$ cat config.mk
export PLATFORM = sky130hd
export DESIGN_NAME = fifo_rd_ctrl_p
export DESIGN_NICKNAME = d
export VERILOG_FILES = /design/src/rtl/fifo_pkg.sv /design/src/rtl/synchronizer.sv /design/src/rtl/fifo_rd_ctrl_p.sv
export SDC_FILE = /design/constraint.sdc
export NUM_CORES = 1
export LEC_CHECK = 0
export ABC_CLOCK_PERIOD_IN_PS = 2200
export CORE_UTILIZATION = 39
export CTS_CLUSTER_SIZE = 20
export DETAILED_ROUTE_END_ITERATION = 7
export PLACE_DENSITY = 0.72
export SKIP_LAST_GASP = 1
export SLEW_MARGIN = 20
export SYNTH_ARGS = -nofsm -noshare
export SYNTH_HDL_FRONTEND = slang
export SYNTH_SLANG_ARGS = --single-unit
$ cat constraint.sdc
create_clock -name rd_clk -period 2.2 [get_ports rd_clk]
set_clock_uncertainty 0.1 [all_clocks]
set_input_delay 0.44 -clock rd_clk [delete_from_list [all_inputs] [get_ports rd_clk]]
set_output_delay 0.44 -clock rd_clk [all_outputs]
set_load 0.02 [all_outputs]
$ cat src/rtl/fifo_pkg.sv
// Pointer helpers shared by the read-side and write-side FIFO controllers.
// Conversions work on a wide container so any pointer width up to PTR_MAX_W fits.
package fifo_pkg;

  localparam int PTR_MAX_W = 16;
  localparam int PTR_IDX_W = 4;

  typedef logic [PTR_MAX_W-1:0] ptr_t;
  typedef logic [PTR_IDX_W-1:0] bit_idx_t;

  // Pointer width for a FIFO of depth 2**addr_w: one extra wrap bit.
  function automatic int ptr_width(input int addr_w);
    return addr_w + 1;
  endfunction

  function automatic ptr_t bin2gray(input ptr_t b);
    return b ^ (b >> 1);
  endfunction

  function automatic ptr_t gray2bin(input ptr_t g);
    ptr_t b;
    b[PTR_MAX_W-1] = g[PTR_MAX_W-1];
    for (int i = PTR_MAX_W - 2; i >= 0; i--) begin
      b[i] = b[i+1] ^ g[i];
    end
    return b;
  endfunction

  // Picks one bit out of a converted pointer so callers can keep narrow nets.
  function automatic logic ptr_bit(input ptr_t v, input bit_idx_t i);
    return v[i];
  endfunction

endpackage

$ cat src/rtl/synchronizer.sv
// Multi-flop synchronizer for a Gray-coded bus entering this clock domain.
// Every stage clears to RST_VAL on reset.
module synchronizer #(
  parameter int                    SYNC_WIDTH = 1,
  parameter int                    SYNC_DLY   = 2,
  parameter logic [SYNC_WIDTH-1:0] RST_VAL    = '0
) (
  input  logic                  i_clk,
  input  logic                  i_rst,
  input  logic [SYNC_WIDTH-1:0] i_d,
  output logic [SYNC_WIDTH-1:0] o_q
);

  logic [SYNC_DLY-1:0][SYNC_WIDTH-1:0] r_stage;

  always_ff @(posedge i_clk) begin
    if (i_rst) begin
      r_stage <= {SYNC_DLY{RST_VAL}};
    end else begin
      r_stage[0] <= i_d;
      for (int i = 1; i < SYNC_DLY; i++) begin
        r_stage[i] <= r_stage[i-1];
      end
    end
  end

  assign o_q = r_stage[SYNC_DLY-1];

endmodule

$ cat src/rtl/fifo_rd_ctrl_p.sv
// Read-side controller of an asynchronous FIFO: synchronizes the write pointer,
// derives empty/level flags and issues memory read strobes.
module fifo_rd_ctrl_p
  import fifo_pkg::*;
#(
  parameter int ADDR_W   = 3,
  parameter int SYNC_DLY = 2,
  parameter int RD_LAT   = 1,
  parameter int AE_THR   = 1
) (
  input  logic              rd_clk,
  input  logic              rst,
  input  logic [ADDR_W:0]   wr_ptr_g,
  input  logic              rd_req,
  input  logic              uf_clr,
  output logic              rd_en,
  output logic [ADDR_W-1:0] rd_addr,
  output logic              rd_valid,
  output logic [ADDR_W:0]   rd_ptr_g,
  output logic              empty,
  output logic              almost_empty,
  output logic [ADDR_W:0]   rd_level,
  output logic              underflow
);

  localparam int          PW       = ptr_width(ADDR_W);
  localparam logic [31:0] AE_THR_U = 32'(AE_THR);

  logic [PW-1:0]     w_wr_sync;
  logic [PW-1:0]     w_wr_ptr_b;
  logic [PW-1:0]     w_rd_ptr_b_next;
  logic [PW-1:0]     w_rd_ptr_g_next;
  logic [PW-1:0]     w_level;
  logic              w_empty;
  logic              w_rd_en;
  logic [PW-1:0]     r_rd_ptr_b;
  logic [PW-1:0]     r_rd_ptr_g;
  logic [RD_LAT-1:0] r_valid_pipe;
  logic              r_underflow;

  synchronizer #(
    .SYNC_WIDTH (PW),
    .SYNC_DLY   (SYNC_DLY),
    .RST_VAL    ('0)
  ) u_wr_sync (
    .i_clk (rd_clk),
    .i_rst (rst),
    .i_d   (wr_ptr_g),
    .o_q   (w_wr_sync)
  );

  genvar gi;
  generate
    for (gi = 0; gi < PW; gi++) begin : g_ptr_bits
      assign w_wr_ptr_b[gi]      = ptr_bit(gray2bin(ptr_t'(w_wr_sync)), bit_idx_t'(gi));
      assign w_rd_ptr_g_next[gi] = ptr_bit(bin2gray(ptr_t'(w_rd_ptr_b_next)), bit_idx_t'(gi));
    end
  endgenerate

  // Full compare including the wrap bit: equal index with differing MSB is full.
  assign w_empty         = (w_wr_ptr_b == r_rd_ptr_b);
  assign w_level         = w_wr_ptr_b - r_rd_ptr_b;
  assign w_rd_en         = rd_req && !w_empty;
  assign w_rd_ptr_b_next = r_rd_ptr_b + {{(PW-1){1'b0}}, w_rd_en};

  always_ff @(posedge rd_clk) begin
    if (rst) begin
      r_rd_ptr_b <= '0;
      r_rd_ptr_g <= '0;
    end else begin
      r_rd_ptr_b <= w_rd_ptr_b_next;
      r_rd_ptr_g <= w_rd_ptr_g_next;
    end
  end

  // A fresh underflow outranks a simultaneous clear.
  always_ff @(posedge rd_clk) begin
    if (rst) begin
      r_underflow <= 1'b0;
    end else if (rd_req && w_empty) begin
      r_underflow <= 1'b1;
    end else if (uf_clr) begin
      r_underflow <= 1'b0;
    end
  end

  always_ff @(posedge rd_clk) begin
    if (rst) begin
      r_valid_pipe <= '0;
    end else begin
      r_valid_pipe[0] <= w_rd_en;
      for (int i = 1; i < RD_LAT; i++) begin
        r_valid_pipe[i] <= r_valid_pipe[i-1];
      end
    end
  end

  assign rd_en        = w_rd_en;
  assign rd_addr      = r_rd_ptr_b[ADDR_W-1:0];
  assign rd_valid     = r_valid_pipe[RD_LAT-1];
  assign rd_ptr_g     = r_rd_ptr_g;
  assign empty        = w_empty;
  assign almost_empty = (32'(w_level) <= AE_THR_U);
  assign rd_level     = w_level;
  assign underflow    = r_underflow;

endmodule

==> results.ini, run 1 <==
[cts]
clk_transition_reported_paths_ns = 0.10
ctsHoldBuffers = 0
numCtsBuffers = 3
clockBufferDepth = 2
clkSinkCount = 17
root_buffer = clkbuf_4
htree_levels = 1
cts_tree = built
worst_skew_pair.late_latency_ns = 0.28

[critical_path]
cp.depth = 8
worst-setup-path-type = reg2out
worstPathRequired_ns = 1.66
cp-end-kind = output port
cp.arrival_ns = 2.20
worstPathCellList = xor2_2 > xnor2_2 > xor2_1 > ha_2 > fa_2 > xnor2_4 > a211oi_4 > buf_6
crit_family = XOR/XNOR gates
reg2regPathDepth = 14
cpPeakStageDelay_ns = 0.38
worstPathMaxFanout = 2
crit_buf_inv = 1
crit_slowest_cell = fa_2
cp-start-kind = flip-flop

[floorplan]
die_y_um = 46.0
coreArea_sq_mm = 0.00176
dieWidth_um = 46.0
die-area_sq_mm = 0.00211
ios = 24
start_util_pct = 42.8
rows = 15

[power]
netSwitchingFraction_pct = 35.9
p_int_w = 0.000745
p_leak_nw = 0.575
power_switching_w = 0.000416
p_clk_share_pct = 14.1
seq_power_share_pct = 30.3
ir_drop_v = 0.000615
pwr-share-comb_pct = 55.7
finalPower_w = 0.00116
power_density_mw_per_mm2 = 856

[drt]
ant_nets = 0
firstDrtPassIters = 4
via_count = 627
routed_via_density = 4.35
routedWlPerCell_um = 12.6
drt_wl_total_um = 1810
drt-initial-drc-count = 17
drc_errors = 0

[timing]
tightest_slew_ns = 0.597
setup_ws_ns = -0.542
max_slew_margin_pct = 60.0
slew_viol_final = 0
hold_viol = 0
rsz0062_at_grt = true
fmax_mhz = 365
setup_violations = 14
hold_slack_ns = 0.346
period_needed_ns = 2.74
timing.final.crit_share_pct = 125

[logic_synthesis]
ys_seq_elements = 17
synth_top_area_share_pct = 45.1
synth_area_sq_um = 754
yosysTopAreaCell = dfxtp_1
syn_nets = 88
ys_top_cells_by_area = dfxtp_1, ha_1, nor2b_1
avgSynthCellArea_sq_um = 10.2
seq_area_frac_synth_pct = 45.1
ys_warn_count = 0
ys_types = 21
syn_inst = 74

[grt]
grt_max_degree = 18
antenna_found_initial = 0
grt_pass1_vias = 657
grt_pass1_wl_um = 2850
grt_util_all_layers_pct = 18.8
overflow = 0

[cells_and_area]
fin_cells = 144
antenna_cells_inserted = 0
final_layout_size_suffix_gt1_share_pct = 46.2
postLayoutCoreUtil_pct = 76.9
area_growth_pct = 79.8
nNetsFinal = 134

[min_path]
whs_path_depth = 1
hold_path.class = reg2reg

[outcome]
status = finished, violations left
violations = negative setup slack

[place]
dp_cells = 135
hpwl_um = 1200
port_buffers = 23
gp_congestion = 0.840

[flow_run]
drv_cap = 0

[final timing paths]
kind | from | to | slack (ns)
worst min-delay path | u_wr_sync.r_stage[3]$_SDFF_PP0_ | u_wr_sync.o_q[3]$_SDFF_PP0_ | 0.35
worst min register to register | u_wr_sync.r_stage[3]$_SDFF_PP0_ | u_wr_sync.o_q[3]$_SDFF_PP0_ | 0.35
worst max register to register | u_wr_sync.o_q[3]$_SDFF_PP0_ | rd_ptr_g[1]$_SDFF_PP0_ | -0.24
worst max-delay path | u_wr_sync.o_q[3]$_SDFF_PP0_ | almost_empty | -0.54
[flip-flops by register name (all words and copies together) (netlist names)]
signal,flops
r_rd_ptr_b,4
rd_ptr_g,3
rd_valid,1
u_wr_sync.o_q,4
u_wr_sync.r_stage,4
underflow,1
[worst register-to-register path, stage by stage, from the launching register on]
cell	delay, ns
dfxtp_2	0.35
xor2_2	0.22
xnor2_2	0.15
buf_4	0.16
inv_2	0.04
ha_4	0.26
buf_6	0.09
nand3_4	0.08
nor2_4	0.15
nor2_4	0.06
buf_6	0.12
ha_4	0.19
nor2b_1	0.15
xnor2_1	0.13
nor2_1	0.06
[what timing repair did]
action,in CTS,in global routing
pin swaps,5,11
setup buffers,5,0
resized for setup,36,19
setup endpoints to repair,14,15
[cells by family after synthesis]
logic type / share of synthesized area (%)
xor+xnor: 15.9
flops: 45.1
buf+inv: 3.98
compound gates: 5.47
fa+ha+maj: 10.9
simple gates: 18.6
[cell type report]
type / instances / area, sq um
Multi-Input combinational cell: 49 / 538
Fill cell: 134 / 408
Timing Repair Buffer: 42 / 390
Sequential cell: 17 / 343
Tap cell: 25 / 31.3
Inverter: 7 / 26.3
Clock buffer: 3 / 22.5
Clock inverter: 1 / 5.00
[power by group through the flow]
stage	clock (W)	sequential, W	combinational [W]
final	0.000163	0.000352	0.000646
after global routing	0.000180	0.000355	0.000684
after CTS	0.000166	0.000351	0.000567
after detailed placement	0	0.000358	0.000534
after global placement	0	0.000357	0.000523
after floorplan	0	0.000394	0.000279
[synthesized netlist by cell type, drive strengths merged]
cell / instances
nand3b: 1
a21o: 1
nand2: 1
xnor2: 5
nand3: 3
nor2b: 10
fa: 1
xor2: 7
a211oi: 1
o32a: 1
inv: 7
a21oi: 2
and2: 1
dfxtp: 17
clkbuf: 1
nor3: 1
nor2: 9
ha: 5
[metrics by stage]
stage | setup WS, ns | area (sq um) | setup TNS (ns)
3_3_place_gp | -0.695 | 1200 | -4.74
6_report | -0.542 | 1360 | -3.63
2_1_floorplan | -0.264 | 840 | -0.719
4_1_cts | -0.532 | 1260 | -4.56
5_1_grt | -0.638 | 1360 | -4.97
3_5_place_dp | -0.736 | 1200 | -5.52
[per-layer routing]
metal  wire, um  vias up  GRT usage, %
met4         56        0          5.88
li1           -      320             -
met3         67        6          2.38
met2        908       20          33.8
met5          0        -             0
met1        781      281          22.8
[layout by cell type, fill, tap and decap left out, drive strengths merged, types with 2 or more instances in the layout]
cell	count
ha	5
xnor2	5
xor2	7
clkbuf	3
dfxtp	17
inv	7
nand3	3
a21oi	2
buf	26
nor2b	10
nor2	9
clkdlybuf4s50	16
No activity file was read; power rests on OpenSTA's default activity.
==> run 2: changes to the inputs <==
--- a/config.mk
+++ b/config.mk
@@ -10,6 +10,7 @@
 export CTS_CLUSTER_SIZE = 20
 export DETAILED_ROUTE_END_ITERATION = 7
 export PLACE_DENSITY = 0.72
+export SETUP_SLACK_MARGIN = 0.3
 export SKIP_LAST_GASP = 1
 export SLEW_MARGIN = 20
 export SYNTH_ARGS = -nofsm -noshare
==> run 2 against run 1 <==
The flow still finishes with violations (negative setup slack). Combinational power rose by 15%. Critical path depth stayed put. Total power up 9.0%. Sequential share of layout area decreased by 1.3 points. Via count grew 3.3%. Wire length decreased by 0.83%. Critical path type unchanged.
==> results.ini, run 2 (synthesis results as in run 1) <==
[floorplan]
coreArea_sq_mm = 0.00176  ; unchanged
die_y_um = 46.0  ; unchanged
rows = 15  ; unchanged
start_util_pct = 42.8  ; unchanged
dieWidth_um = 46.0  ; unchanged
die-area_sq_mm = 0.00211  ; unchanged
ios = 24  ; unchanged

[drt]
drt-initial-drc-count = 6  ; -11
routedWlPerCell_um = 12.0  ; -4.8%
drt_wl_total_um = 1800  ; -0.83%
firstDrtPassIters = 4  ; unchanged
drc_errors = 0  ; unchanged
via_count = 648  ; +3.3%
ant_nets = 0  ; unchanged
routed_via_density = 4.32  ; -0.78%

[grt]
grt_max_degree = 18  ; unchanged
overflow = 0  ; unchanged
grt_pass1_vias = 621  ; -5.5%
grt_util_all_layers_pct = 18.7  ; -0.036 points
antenna_found_initial = 0  ; unchanged
grt_pass1_wl_um = 2770  ; -2.7%

[timing]
slew_viol_final = 0  ; unchanged
period_needed_ns = 2.76  ; +0.0213 ns
hold_viol = 0  ; unchanged
timing.final.crit_share_pct = 126  ; +0.97 points
tightest_slew_ns = 0.667  ; +0.0696 ns
fmax_mhz = 362  ; -0.77%
max_slew_margin_pct = 55.4  ; -4.7 points
setup_violations = 15  ; +1
rsz0062_at_grt = true
setup_ws_ns = -0.563  ; -0.0213 ns

[power]
power_density_mw_per_mm2 = 881  ; +2.9%
p_leak_nw = 0.615  ; +6.9%
ir_drop_v = 0.000585  ; -4.9%

[critical_path]
cpPeakStageDelay_ns = 0.55  ; +0.17 ns
worst-setup-path-type = reg2out
worstPathCellList = xor2_2 > xnor2_2 > xor2_1 > ha_2 > fa_2 > inv_4 > a211oi_4 > buf_6
cp-start-kind = flip-flop
cp-end-kind = output port
crit_family = adder cells
cp.arrival_ns = 2.22  ; +0.02 ns
worstPathRequired_ns = 1.66  ; about the same
worstPathMaxFanout = 2  ; unchanged
crit_buf_inv = 2  ; +1
crit_slowest_cell = fa_2

[cells_and_area]
nNetsFinal = 140  ; +4.5%
antenna_cells_inserted = 0  ; unchanged
design_area_sq_mm = 0.00144  ; +5.9%
area_growth_pct = 90.4
fillers = 123  ; -8.2%
final_common_cell = buf_6
final_layout_size_suffix_gt1_share_pct = 52.0  ; +5.8 points
postLayoutCoreUtil_pct = 81.4  ; +4.5 points
seqCellArea_sq_um = 344  ; +0.36%
multi_input_area_sq_um = 539  ; +0.23%
final_cell_mix = buf_6, buf_4, dfxtp_1, clkdlybuf4s50_1, nor2b_1

[cts]
ctsHoldBuffers = 0  ; unchanged
htree_levels = 1  ; unchanged
cts_tree = built
clockBufferDepth = 2  ; unchanged
numCtsBuffers = 3  ; unchanged
clk_transition_reported_paths_ns = 0.11  ; about the same
worst_skew_pair.late_latency_ns = 0.29  ; about the same
clkSinkCount = 17  ; unchanged
root_buffer = clkbuf_4

[min_path]
hold_path.class = reg2reg

[place]
gp_congestion = 0.835  ; -0.51%
port_buffers = 23  ; unchanged
place_area_sq_mm = 0.00121  ; +1.0%
hpwl_um = 1150  ; -4.6%
dp_slack_ns = -0.727  ; +0.00828 ns

[outcome]
violations = negative setup slack
status = finished, violations left

[flow_run]
drv_cap = 0  ; unchanged

run 2: timing repair:
item | 4_1_cts | 5_1_grt
gates cloned | 0 | 0
pin swaps | 13 | 6
hold endpoints to repair | 0 | 0
endpoints found under the setup margin | 19 | 16
buffers inserted | 6 | 4
resized for setup | 58 | 11
run 2: metrics by stage:
stage,TNS [ns],cells,total power (W),hold WS [ns]
CTS,-3.59,146,0.00119,0.345
finish,-4.54,150,0.00126,0.345
detailed placement,-5.21,136,0.000907,0.324
global route,-5.87,150,0.00133,0.359
floorplan,-0.719,74,0.000683,0.314
global placement,-4.47,136,0.000895,0.317
run 2: path summary, 6_finish.rpt:
check,to,slack (ns),cells after the start,start
hold reg to reg,u_wr_sync.o_q[2]$_SDFF_PP0_,0.35,1,u_wr_sync.r_stage[2]$_SDFF_PP0_
setup / recovery,almost_empty,-0.56,8,u_wr_sync.o_q[3]$_SDFF_PP0_
hold / removal,u_wr_sync.o_q[2]$_SDFF_PP0_,0.35,1,u_wr_sync.r_stage[2]$_SDFF_PP0_
setup reg to reg,rd_ptr_g[0]$_SDFF_PP0_,-0.33,15,u_wr_sync.o_q[3]$_SDFF_PP0_
run 2: power by group:
group	total (W)	switching [W]	internal (W)
logic	0.000741	0.000322	0.000419
registers	0.000351	0.0000139	0.000337
clock network	0.000173	0.000105	0.0000676
total	0.00126	0.000441	0.000824
run 2: final cells by class:
cell class,count,share of cell area (%)
well taps,25,2.18
clock inverters,1,0.348
flip-flops and latches,17,24.0
repair buffers,48,32.2
multi-input cells,49,37.5
inverters,7,2.18
clock buffers,3,1.57
run 2: metal layers:
| metal | global-route usage, % | routed length (um) | vias to the layer above |
|---|---|---|---|
| met1 | 23.7 | 795 | 301 |
| met3 | 2.38 | 52 | 2 |
| met2 | 31.3 | 946 | 15 |
| li1 | - | - | 330 |
| met5 | 0 | 0 | - |
| met4 | 8.82 | 4 | 0 |
